===== config.mk =====
export PLATFORM = sky130hd
export DESIGN_NAME = ir_cmd_scheduler
export DESIGN_NICKNAME = d
export VERILOG_FILES = /design/src/rtl/ir_sched_pkg.sv /design/src/rtl/ir_rr_arbiter.sv /design/src/rtl/ir_cmd_scheduler.sv
export SDC_FILE = /design/constraint.sdc
export NUM_CORES = 1
export LEC_CHECK = 0
export CAP_MARGIN = 10
export CELL_PAD_IN_SITES_DETAIL_PLACEMENT = 1
export CELL_PAD_IN_SITES_GLOBAL_PLACEMENT = 2
export CORE_MARGIN = 5
export CORE_UTILIZATION = 28
export DETAILED_ROUTE_END_ITERATION = 10
export GPL_TIMING_DRIVEN = 0
export PLACE_DENSITY_LB_ADDON = 0.1
export SLEW_MARGIN = 15
export SYNTH_ARGS = -nofsm -noshare
export SYNTH_HDL_FRONTEND = slang
export SYNTH_SLANG_ARGS = --single-unit

===== constraint.sdc =====
create_clock -name CLK -period 3.3 [get_ports CLK]
set_clock_uncertainty 0.15 [all_clocks]
set_input_delay 0.495 -clock CLK [delete_from_list [all_inputs] [get_ports CLK]]
set_output_delay 0.495 -clock CLK [all_outputs]
set_load 0.02 [all_outputs]

===== src/rtl/ir_sched_pkg.sv =====
// Shared types and constants for the IR transmitter command scheduler.
package ir_sched_pkg;

    localparam int unsigned NIB_W  = 4;
    localparam int unsigned BYTE_W = 8;
    localparam int unsigned CNT_W  = 8;
    localparam int unsigned STAT_W = 16;

    typedef enum logic [1:0] {
        ST_IDLE      = 2'd0,
        ST_WR_COLOUR = 2'd1,
        ST_WR_CMD    = 2'd2,
        ST_HOLD      = 2'd3
    } state_t;

    typedef enum logic {
        GRANT_A = 1'b0,
        GRANT_B = 1'b1
    } grant_t;

    typedef struct packed {
        logic [NIB_W-1:0] colour;
        logic [NIB_W-1:0] cmd;
    } ir_req_t;

    typedef struct packed {
        logic [BYTE_W-1:0] addr;
        logic [BYTE_W-1:0] data;
    } bus_wr_t;

    localparam logic [NIB_W-1:0]  CMD_STOP          = 4'h0;
    localparam logic [BYTE_W-1:0] COLOUR_REG_OFFSET = 8'h01;
    localparam logic [BYTE_W-1:0] CMD_REG_OFFSET    = 8'h00;

    // Zero-extend a register nibble to a bus data byte.
    function automatic logic [BYTE_W-1:0] nibble_to_byte(input logic [NIB_W-1:0] n);
        return {{(BYTE_W-NIB_W){1'b0}}, n};
    endfunction

endpackage


===== src/rtl/ir_rr_arbiter.sv =====
// Two-requester round-robin arbiter; the requester not served last wins a tie.
module ir_rr_arbiter
    import ir_sched_pkg::*;
(
    input  logic CLK,
    input  logic RST,
    input  logic a_valid,
    input  logic b_valid,
    input  logic accept,
    output logic grant_a,
    output logic grant_b
);

    grant_t last_grant;
    logic   xfer;

    assign grant_a = a_valid & (~b_valid | (last_grant == GRANT_B));
    assign grant_b = b_valid & (~a_valid | (last_grant == GRANT_A));
    assign xfer    = accept & (grant_a | grant_b);

    // Reset to B so that A takes the first tie.
    always_ff @(posedge CLK) begin
        if (RST) begin
            last_grant <= GRANT_B;
        end else if (xfer) begin
            last_grant <= grant_a ? GRANT_A : GRANT_B;
        end
    end

endmodule


===== src/rtl/ir_cmd_scheduler.sv =====
// Shares the IR transmitter between two requesters: colour/command bus writes,
// packet-based hold, and auto-STOP on idle. Optional macro: IR_SCHED_STATS_EN.
module ir_cmd_scheduler
    import ir_sched_pkg::*;
#(
    parameter logic [7:0]  IR_BASE_ADDR      = 8'h90,
    parameter int unsigned HOLD_PACKETS      = 4,
    parameter int unsigned IDLE_TIMEOUT_PKTS = 20
) (
    input  logic        CLK,
    input  logic        RST,
    input  logic        PACKET_TICK,
    input  logic        A_VALID,
    input  logic [3:0]  A_COLOUR,
    input  logic [3:0]  A_CMD,
    output logic        A_READY,
    input  logic        B_VALID,
    input  logic [3:0]  B_COLOUR,
    input  logic [3:0]  B_CMD,
    output logic        B_READY,
    output logic [7:0]  BUS_ADDR,
    output logic [7:0]  BUS_DATA,
    output logic        BUS_WE,
    output logic        BUSY,
    output logic [15:0] CMD_COUNT
);

    localparam logic [CNT_W-1:0] HOLD_INIT = CNT_W'(HOLD_PACKETS);
    localparam logic [CNT_W-1:0] TIMEOUT   = CNT_W'(IDLE_TIMEOUT_PKTS);

    state_t            state, state_n;
    bus_wr_t           bus_q, bus_n;
    logic              we_q, we_n;
    logic              busy_q;
    ir_req_t           last_q, last_n;
    logic              colour_valid_q, colour_valid_n;
    logic [CNT_W-1:0]  hold_cnt, hold_n;
    logic [CNT_W-1:0]  idle_cnt, idle_n;
    logic              stop_q, stop_n;
    logic              accept, grant_a, grant_b, xfer;
    ir_req_t           sel;

    ir_rr_arbiter u_arb (
        .CLK     (CLK),
        .RST     (RST),
        .a_valid (A_VALID),
        .b_valid (B_VALID),
        .accept  (accept),
        .grant_a (grant_a),
        .grant_b (grant_b)
    );

    assign accept  = (state == ST_IDLE) || ((state == ST_HOLD) && (hold_cnt == '0));
    assign A_READY = grant_a & accept;
    assign B_READY = grant_b & accept;
    assign xfer    = A_READY | B_READY;
    assign sel     = A_READY ? {A_COLOUR, A_CMD} : {B_COLOUR, B_CMD};

    // Next-state and registered-output decode; a new transfer outranks the idle timeout.
    always_comb begin
        state_n        = state;
        bus_n          = bus_q;
        we_n           = 1'b0;
        last_n         = last_q;
        colour_valid_n = colour_valid_q;
        hold_n         = hold_cnt;
        idle_n         = idle_cnt;
        stop_n         = stop_q;

        if (xfer) begin
            last_n         = sel;
            colour_valid_n = 1'b1;
            stop_n         = 1'b0;
            we_n           = 1'b1;
            if (!colour_valid_q || (sel.colour != last_q.colour)) begin
                state_n    = ST_WR_COLOUR;
                bus_n.addr = IR_BASE_ADDR + COLOUR_REG_OFFSET;
                bus_n.data = nibble_to_byte(sel.colour);
            end else begin
                state_n    = ST_WR_CMD;
                bus_n.addr = IR_BASE_ADDR + CMD_REG_OFFSET;
                bus_n.data = nibble_to_byte(sel.cmd);
            end
        end else begin
            unique case (state)
                ST_IDLE: state_n = ST_IDLE;
                ST_WR_COLOUR: begin
                    state_n    = ST_WR_CMD;
                    we_n       = 1'b1;
                    bus_n.addr = IR_BASE_ADDR + CMD_REG_OFFSET;
                    bus_n.data = nibble_to_byte(last_q.cmd);
                end
                ST_WR_CMD: begin
                    stop_n = 1'b0;
                    if (stop_q) begin
                        state_n = ST_IDLE;
                    end else begin
                        state_n = ST_HOLD;
                        hold_n  = HOLD_INIT;
                        idle_n  = '0;
                    end
                end
                ST_HOLD: begin
                    if (PACKET_TICK) begin
                        if (hold_cnt != '0) begin
                            hold_n = hold_cnt - CNT_W'(1);
                        end else if (TIMEOUT != '0) begin
                            if ((idle_cnt + CNT_W'(1)) == TIMEOUT) begin
                                if (last_q.cmd != CMD_STOP) begin
                                    state_n    = ST_WR_CMD;
                                    we_n       = 1'b1;
                                    bus_n.addr = IR_BASE_ADDR + CMD_REG_OFFSET;
                                    bus_n.data = nibble_to_byte(CMD_STOP);
                                    last_n.cmd = CMD_STOP;
                                    stop_n     = 1'b1;
                                end else begin
                                    state_n = ST_IDLE;
                                end
                            end else begin
                                idle_n = idle_cnt + CNT_W'(1);
                            end
                        end
                    end
                end
                default: state_n = ST_IDLE;
            endcase
        end
    end

    always_ff @(posedge CLK) begin
        if (RST) begin
            state          <= ST_IDLE;
            bus_q          <= '0;
            we_q           <= 1'b0;
            busy_q         <= 1'b0;
            last_q         <= '0;
            colour_valid_q <= 1'b0;
            hold_cnt       <= '0;
            idle_cnt       <= '0;
            stop_q         <= 1'b0;
        end else begin
            state          <= state_n;
            bus_q          <= bus_n;
            we_q           <= we_n;
            busy_q         <= (state_n != ST_IDLE);
            last_q         <= last_n;
            colour_valid_q <= colour_valid_n;
            hold_cnt       <= hold_n;
            idle_cnt       <= idle_n;
            stop_q         <= stop_n;
        end
    end

    assign BUS_ADDR = bus_q.addr;
    assign BUS_DATA = bus_q.data;
    assign BUS_WE   = we_q;
    assign BUSY     = busy_q;

`ifdef IR_SCHED_STATS_EN
    logic [STAT_W-1:0] cmd_count;

    // Saturating count of command-register writes, auto-STOP included.
    always_ff @(posedge CLK) begin
        if (RST) begin
            cmd_count <= '0;
        end else if ((state == ST_WR_CMD) && (cmd_count != '1)) begin
            cmd_count <= cmd_count + STAT_W'(1);
        end
    end

    assign CMD_COUNT = cmd_count;
`else
    assign CMD_COUNT = 16'h0000;
`endif

endmodule


Yosys cells after proc, flatten, opt, wreduce, memory -nomap -nowiden
Index checks and enable logic that the tools add are counted.
{"block": "classes", "add_sub_neg": 2, "n_eq_ne": 17, "muxes": 43, "bitwise_logic": 13, "reduce_logical": 21}
{"cell": "2-to-1 mux 16 bit", "count": 5}
{"cell": "2-to-1 mux 8 bit", "count": 8}
{"cell": "one-hot mux 16 bit (2 select lines)", "count": 1}
{"cell": "one-hot mux 8 bit (2 select lines)", "count": 2}
{"cell": "2-to-1 mux 4 bit", "count": 6}
{"cell": "AND reduction 5 bit", "count": 4}
{"cell": "2-to-1 mux 2 bit", "count": 7}
{"cell": "nonzero test 2 bit", "count": 6}
{"cell": "2-to-1 mux 1 bit", "count": 10}
{"cell": "inequality test 2 bit, second input constant", "count": 5}
{"cell": "2-to-1 mux 9 bit", "count": 1}
{"cell": "adder 8 x 1 -> 8 bit, second input constant", "count": 1}
{"cell": "equality test 8 x 5 -> 1 bit, second input constant", "count": 1}
{"cell": "logical NOT 8 bit", "count": 1}
{"cell": "one-hot mux 2 bit (4 select lines)", "count": 1}
{"cell": "nonzero test 8 bit", "count": 1}
{"cell": "subtractor 8 x 1 -> 8 bit, second input constant", "count": 1}
{"cell": "inequality test 2 x 1 -> 1 bit, second input constant", "count": 3}
{"cell": "inequality test 3 x 2 -> 1 bit, second input constant", "count": 2}
{"cell": "inequality test 3 bit, second input constant", "count": 2}
{"cell": "AND reduction 6 bit", "count": 1}
{"cell": "AND 1 bit", "count": 5}
{"cell": "equality test 2 bit, second input constant", "count": 2}
{"cell": "inequality test 4 bit", "count": 1}
{"cell": "other kinds (11)", "count": 19}
{"block": "totals", "ff_bits": 47, "out_inout_bits": 36}

Logic depth before layout (Yosys ltp)
{"block": "depth", "depth_word": 10, "mapped_depth": 10, "ltp_nobuf": 9}

By module
A second synthesis with hierarchy kept.
{"block": "hier_totals", "hier_cells": 297, "hier_area_um2": 2322.2}
{"module": "ir_cmd_scheduler", "n_inst": 1, "cells_per_inst": 290, "area_per_inst_um2": 2260.9, "seq_area_each_um2": 720.7}
{"module": "ir_rr_arbiter", "n_inst": 1, "cells_per_inst": 7, "area_per_inst_um2": 61.3, "seq_area_each_um2": 20.0}

Worst setup path after synthesis
No wires, ideal clock.
{"block": "synth_timing", "kind": "register to register", "startpoint": "reg hold_cnt[0]", "endpoint": "reg bus_q (netlist bit BUS_DATA[0])", "setup_ns": 0.058, "arrival_time_ns": 2.173, "required_time_ns": 3.092, "path_slack_ns": 0.919, "path_stages_with_launch": 9, "synth_period_minus_slack_ns": 2.381, "cell_sequence": "dfxtp_1 -> inv_1 -> ha_1 -> nor3b_2 -> a31oi_4 -> nor3_1 -> a22oi_1 -> nor2_1 -> a211o_1"}
{"block": "synth_between", "word_cells_on_any_way": 18, "cone_classes": "5 x eq/ne; 3 x mux; 3 x bitwise; 7 x reduce/logical"}
{"element": "start, declared", "line_no": "ir_cmd_scheduler.sv:37", "source": "logic [CNT_W-1:0] hold_cnt, hold_n;"}
{"element": "start signal, assigned", "line_no": "ir_cmd_scheduler.sv:148", "source": "hold_cnt <= hold_n;"}
{"element": "logical NOT 8 bit *", "line_no": "ir_cmd_scheduler.sv:53", "source": "assign accept = (state == ST_IDLE) || ((state == ST_HOLD) && (hold_cnt == '0));"}
{"element": "logical AND 1 bit *", "line_no": "ir_cmd_scheduler.sv:53"}
{"element": "logical OR 1 bit *", "line_no": "ir_cmd_scheduler.sv:53"}
{"element": "AND 1 bit *", "line_no": "ir_cmd_scheduler.sv:55", "source": "assign B_READY = grant_b & accept;"}
{"element": "via B_READY", "line_no": "ir_cmd_scheduler.sv:20", "source": "output logic B_READY,"}
{"element": "OR 1 bit *", "line_no": "ir_cmd_scheduler.sv:56", "source": "assign xfer = A_READY | B_READY;"}
{"element": "inequality test 3 x 2 -> 1 bit (no line), or another cell as far along"}
{"element": "AND reduction 5 bit (no line)"}
{"element": "end signal, assigned", "line_no": "ir_cmd_scheduler.sv:143", "source": "bus_q <= bus_n;"}
{"element": "end, declared", "line_no": "ir_cmd_scheduler.sv:32", "source": "bus_wr_t bus_q, bus_n;"}
Mark *: on every way through the listed nets, which the timed path passes. The rest lies on a longest branch.
A chain may end at the register's enable or synchronous reset.

Final worst setup path
{"block": "layout_timing", "startpoint": "in B_VALID", "endpoint": "out A_READY"}
{"block": "layout_between", "elab_chain_cells": 4}
{"element": "start, declared", "line_no": "ir_cmd_scheduler.sv:17", "source": "input logic B_VALID,"}
{"element": "NOT 1 bit", "line_no": "ir_rr_arbiter.sv:17", "source": "assign grant_a = a_valid & (~b_valid | (last_grant == GRANT_B));"}
{"element": "OR 1 bit", "line_no": "ir_rr_arbiter.sv:17"}
{"element": "AND 1 bit", "line_no": "ir_rr_arbiter.sv:17"}
{"element": "AND 1 bit", "line_no": "ir_cmd_scheduler.sv:54", "source": "assign A_READY = grant_a & accept;"}
{"element": "end, declared", "line_no": "ir_cmd_scheduler.sv:16", "source": "output logic A_READY,"}
Every way passes these cells.

==> summary.txt <==
Outcome
  • Run status: completed

CTS
  • Clock latency at the later pin of the worst-skew pair: 0.29 ns
  • CTS tree: yes
  • CTS Buf Count: 5
  • H-Tree Depth: 2
  • Sink count of the clock tree: 37
  • Buffer type at the clock tree root: sky130_fd_sc_hd__clkbuf_8
  • Clock transition at the register clock pins on the worst setup and hold paths after CTS: 0.08 ns
  • Number of gates given a new drive strength after cts: 1
  • Number of buffers added for setup after CTS: 0
  • Hold bufs inserted after CTS: 0
  • Buffer depth of the longest clock path: 2

Timing
  • RSZ-0062 raised after global routing: no
  • Number of hold-slack violations in the final timing report: 0
  • Number of setup violations in the final report: 0
  • Least-Margin Pin Slew: 0.659 ns
  • Total negative slack: 0 ns
  • Final worst path period share: 0.944
  • Number of pins with negative max-slew slack in the final report: 0
  • Max Clock Freq: 321 MHz
  • Post-layout minimum cycle time: 3.11 ns
  • Final worst hold slack: 0.322 ns
  • Worst-case setup margin in the final layout: 0.186 ns
  • Slew margin rel.: 0.556

Logic synthesis
  • Syn avg cell area: 8.05 µm²
  • Xor/xnor cell area share of the yosys netlist: 0.0267
  • Number of standard cells after synthesis: 285
  • Share of synthesized cell area in and, or, nand and nor gates: 0.247
  • Share of the yosys chip area belonging to registers: 0.323
  • Dominant combinational cell family by area after synthesis: compound AO/OA/AOI/OAI gates
  • Number of enable flip-flop cells after synthesis: 0
  • Ys async rst share: 0
  • Share of the synthesized area in compound gates (AO/OA/AOI/OAI): 0.259
  • Adder-Cell Fraction of Synth Area: 0.0218
  • Syn Std Cell Area: 2290 µm²
  • Number of library cell types mapped by synthesis: 56
  • Number of warnings reported in the yosys synthesis log: 0
  • Mux share of post-synthesis cell area: 0.00436
  • Count of state elements after synthesis: 37
  • Main synth FF type: sky130_fd_sc_hd__dfxtp_1

Setup path
  • Worst r2r src: hold_cnt[0]$_SDFFE_PP0P_
  • Required time of the worst setup path: 2.65 ns
  • Length in cells of the worst reg-to-reg path: 9
  • R2R Setup Slk: 0.56 ns
  • Capture point of the worst reg-to-reg path: idle_cnt[4]$_SDFFE_PP0P_
  • Arrival time at the worst endpoint: 2.47 ns
  • Crit path launch type: primary input
  • Classification of the worst setup path: primary input to output pin
  • Peak fanout along the critical path: 5
  • Critical path capture point type: output pin

Routing
  • Via-to-Cell Ratio: 4.77
  • Routed WL: 6720 µm
  • Routed length on met2: 2930 µm
  • Number of antenna-violating nets in the routed design: 0
  • Initial DRC count: 72
  • Iteration count of the initial detailed-routing pass: 4
  • Routed len/inst: 14.9 µm
  • Number of remaining DRC errors: 0
  • Met1 wire length: 3500 µm
  • Detailed route wirelength on metal3: 221 µm
  • Total number of vias: 2156
  • Highest routed metal layer: met4

Finish
  • Cell area after layout: 2930 µm²
  • Total number of nets in the final design: 371
  • Syn-to-layout area delta: 27.8%
  • Count of antenna diodes in the layout: 0
  • Final cell count without fillers: 452
  • Filler cells: 1027
  • Fraction of final layout cells with drive strength greater than 1: 0.147

Floorplan
  • Die span in y: 101 µm
  • Core Rows: 33
  • DIE WIDTH: 101 µm
  • Core Box Area: 8090 µm²
  • Full die area: 10100 µm²
  • Number of ports placed on the die boundary: 57
  • Initial cell density of the core: 0.283

GRT
  • Maximum number of pins on one net before global-route repair: 13
  • Remaining Overflow, GRT: 0
  • Wire length of the first global-routing pass: 11100 µm
  • Overall Global Routing Usage: 0.138
  • Number of antenna violations at the first check in global routing: 0
  • Number of global-route vias before repair: 2256

Placed design
  • Estimated wirelength of the detail-placed design: 5220 µm
  • Cell count after placement: 444
  • RePlAce Congestion: 0.772
  • Post-place instance area: 2820 µm²
  • Number of buffers inserted by port buffering: 30
  • Pre-CTS setup slack: -0.0266 ns

Min path
  • Class of the tightest hold or removal check: flop to flop
  • Hold Path Stages: 2
  • Min-Delay Endpoint: last_q[7]$_SDFFE_PP0P_
  • HP Start: last_q[7]$_SDFFE_PP0P_

Job
  • Max-cap check violation count: 0

Power
  • Maximum VDD drop: 238 µV
  • Leak pwr: 1.19 nW
  • Areal power density over the cells: 733 nW/µm²
## report_power, final
group          leakage, nW  internal [mW]  switching [mW]
registers            0.303          0.561           0.104
clock network       0.0512          0.170           0.180
logic                0.835          0.461           0.673
total                 1.19           1.19           0.956
## area by class of cell
cell class	count	area [µm²]	area share
buffer	33	228	0.0777
sequential	37	741	0.253
clock buffer	6	82.6	0.0282
clock inverter	2	13.8	0.00469
multi-input combinational	228	1390	0.475
inverter	11	41.3	0.0141
timing repair buffer	30	300	0.102
tap	105	131	0.0448
## critical path, stage by stage
cell and delay (ns):
sky130_fd_sc_hd__clkdlybuf4s50_1 0.54, sky130_fd_sc_hd__inv_1 0.12, sky130_fd_sc_hd__o21ai_0 0.55, sky130_fd_sc_hd__nor2_2 0.19
sky130_fd_sc_hd__clkdlybuf4s50_1 0.58
## metal layers
| metal | vias up | GRT usage |
|---|---|---|
| li1 | 1101 | - |
| met1 | 1014 | 0.199 |
| met2 | 37 | 0.213 |
| met3 | 4 | 0.0242 |
| met4 | 0 | 0.0352 |
| met5 | - | 0 |
## how the worst max path moves through the flow
| stage | start | endpoint | slack [ns] |
|---|---|---|---|
| floorplan | hold_cnt[0]$_SDFFE_PP0P_ | BUS_DATA[0]$_SDFFE_PP0P_ | 0.92 |
| global placement | B_VALID | B_READY | -0.09 |
| detailed placement | B_VALID | B_READY | -0.03 |
| CTS | hold_cnt[0]$_SDFFE_PP0P_ | B_READY | 0.009 |
| global route | B_VALID | A_READY | 0.03 |
| finish | B_VALID | A_READY | 0.19 |
## through the flow
| step | power, mW | utilization |
|---|---|---|
| final | 2.15 | 0.362 |
| after global routing | 2.32 | 0.362 |
| after CTS | 2.16 | 0.360 |
| after detailed placement | 1.80 | 0.348 |
| after global placement | 1.79 | 0.348 |
| after floorplan | 1.45 | - |
## flip-flops by register name, summed over array words and instances, names as in the netlist
register,cells
BUS_WE,1
hold_cnt,8
state,2
BUSY,1
u_arb.last_grant,1
colour_valid_q,1
BUS_ADDR,2
idle_cnt,8
BUS_DATA,4
last_q,8
stop_q,1
## cell usage after synthesis, types with 5 or more instances
cell	number	area (µm²)
sky130_fd_sc_hd__nand2_1	25	93.8
sky130_fd_sc_hd__nor3_1	12	60.1
sky130_fd_sc_hd__nor2_1	33	124
sky130_fd_sc_hd__a21oi_1	29	145
sky130_fd_sc_hd__a211oi_1	6	45.0
sky130_fd_sc_hd__buf_4	27	203
sky130_fd_sc_hd__inv_1	11	41.3
sky130_fd_sc_hd__dfxtp_1	37	741
sky130_fd_sc_hd__nor4_1	6	37.5
sky130_fd_sc_hd__or3_1	5	31.3
sky130_fd_sc_hd__a211o_1	5	43.8
sky130_fd_sc_hd__o21ai_0	11	55.1
sky130_fd_sc_hd__xnor2_1	5	43.8
## cell usage in the layout (no fill, tap or decap), types with 3 or more instances in the layout
cell                              synthesis  routed
sky130_fd_sc_hd__a211o_1                  5       5
sky130_fd_sc_hd__a211oi_1                 6       6
sky130_fd_sc_hd__a21oi_1                 29      29
sky130_fd_sc_hd__a22oi_1                  4       4
sky130_fd_sc_hd__a31oi_1                  4       4
sky130_fd_sc_hd__buf_4                   27      27
sky130_fd_sc_hd__clkbuf_1                 4       4
sky130_fd_sc_hd__clkbuf_8                 0       6
sky130_fd_sc_hd__clkdlybuf4s50_1          0      30
sky130_fd_sc_hd__conb_1                   1      25
sky130_fd_sc_hd__dfxtp_1                 37      37
sky130_fd_sc_hd__ha_1                     4       4
sky130_fd_sc_hd__inv_1                   11      11
sky130_fd_sc_hd__nand2_1                 25      25
sky130_fd_sc_hd__nand2b_1                 4       4
sky130_fd_sc_hd__nand3_1                  3       3
sky130_fd_sc_hd__nor2_1                  33      32
sky130_fd_sc_hd__nor3_1                  12      11
sky130_fd_sc_hd__nor4_1                   6       6
sky130_fd_sc_hd__o21ai_0                 11      11
sky130_fd_sc_hd__or3_1                    5       5
sky130_fd_sc_hd__xnor2_1                  5       5
## cell families after synthesis
| kind of cell | after synthesis |
|---|---|
| simple gates | 110 |
| compound gates | 81 |
| buf+inv | 44 |
| flops | 37 |
| xor+xnor | 7 |
| fa+ha+maj | 4 |
| other cells | 1 |
| mux | 1 |
No activity file was read; power rests on OpenSTA's default activity.
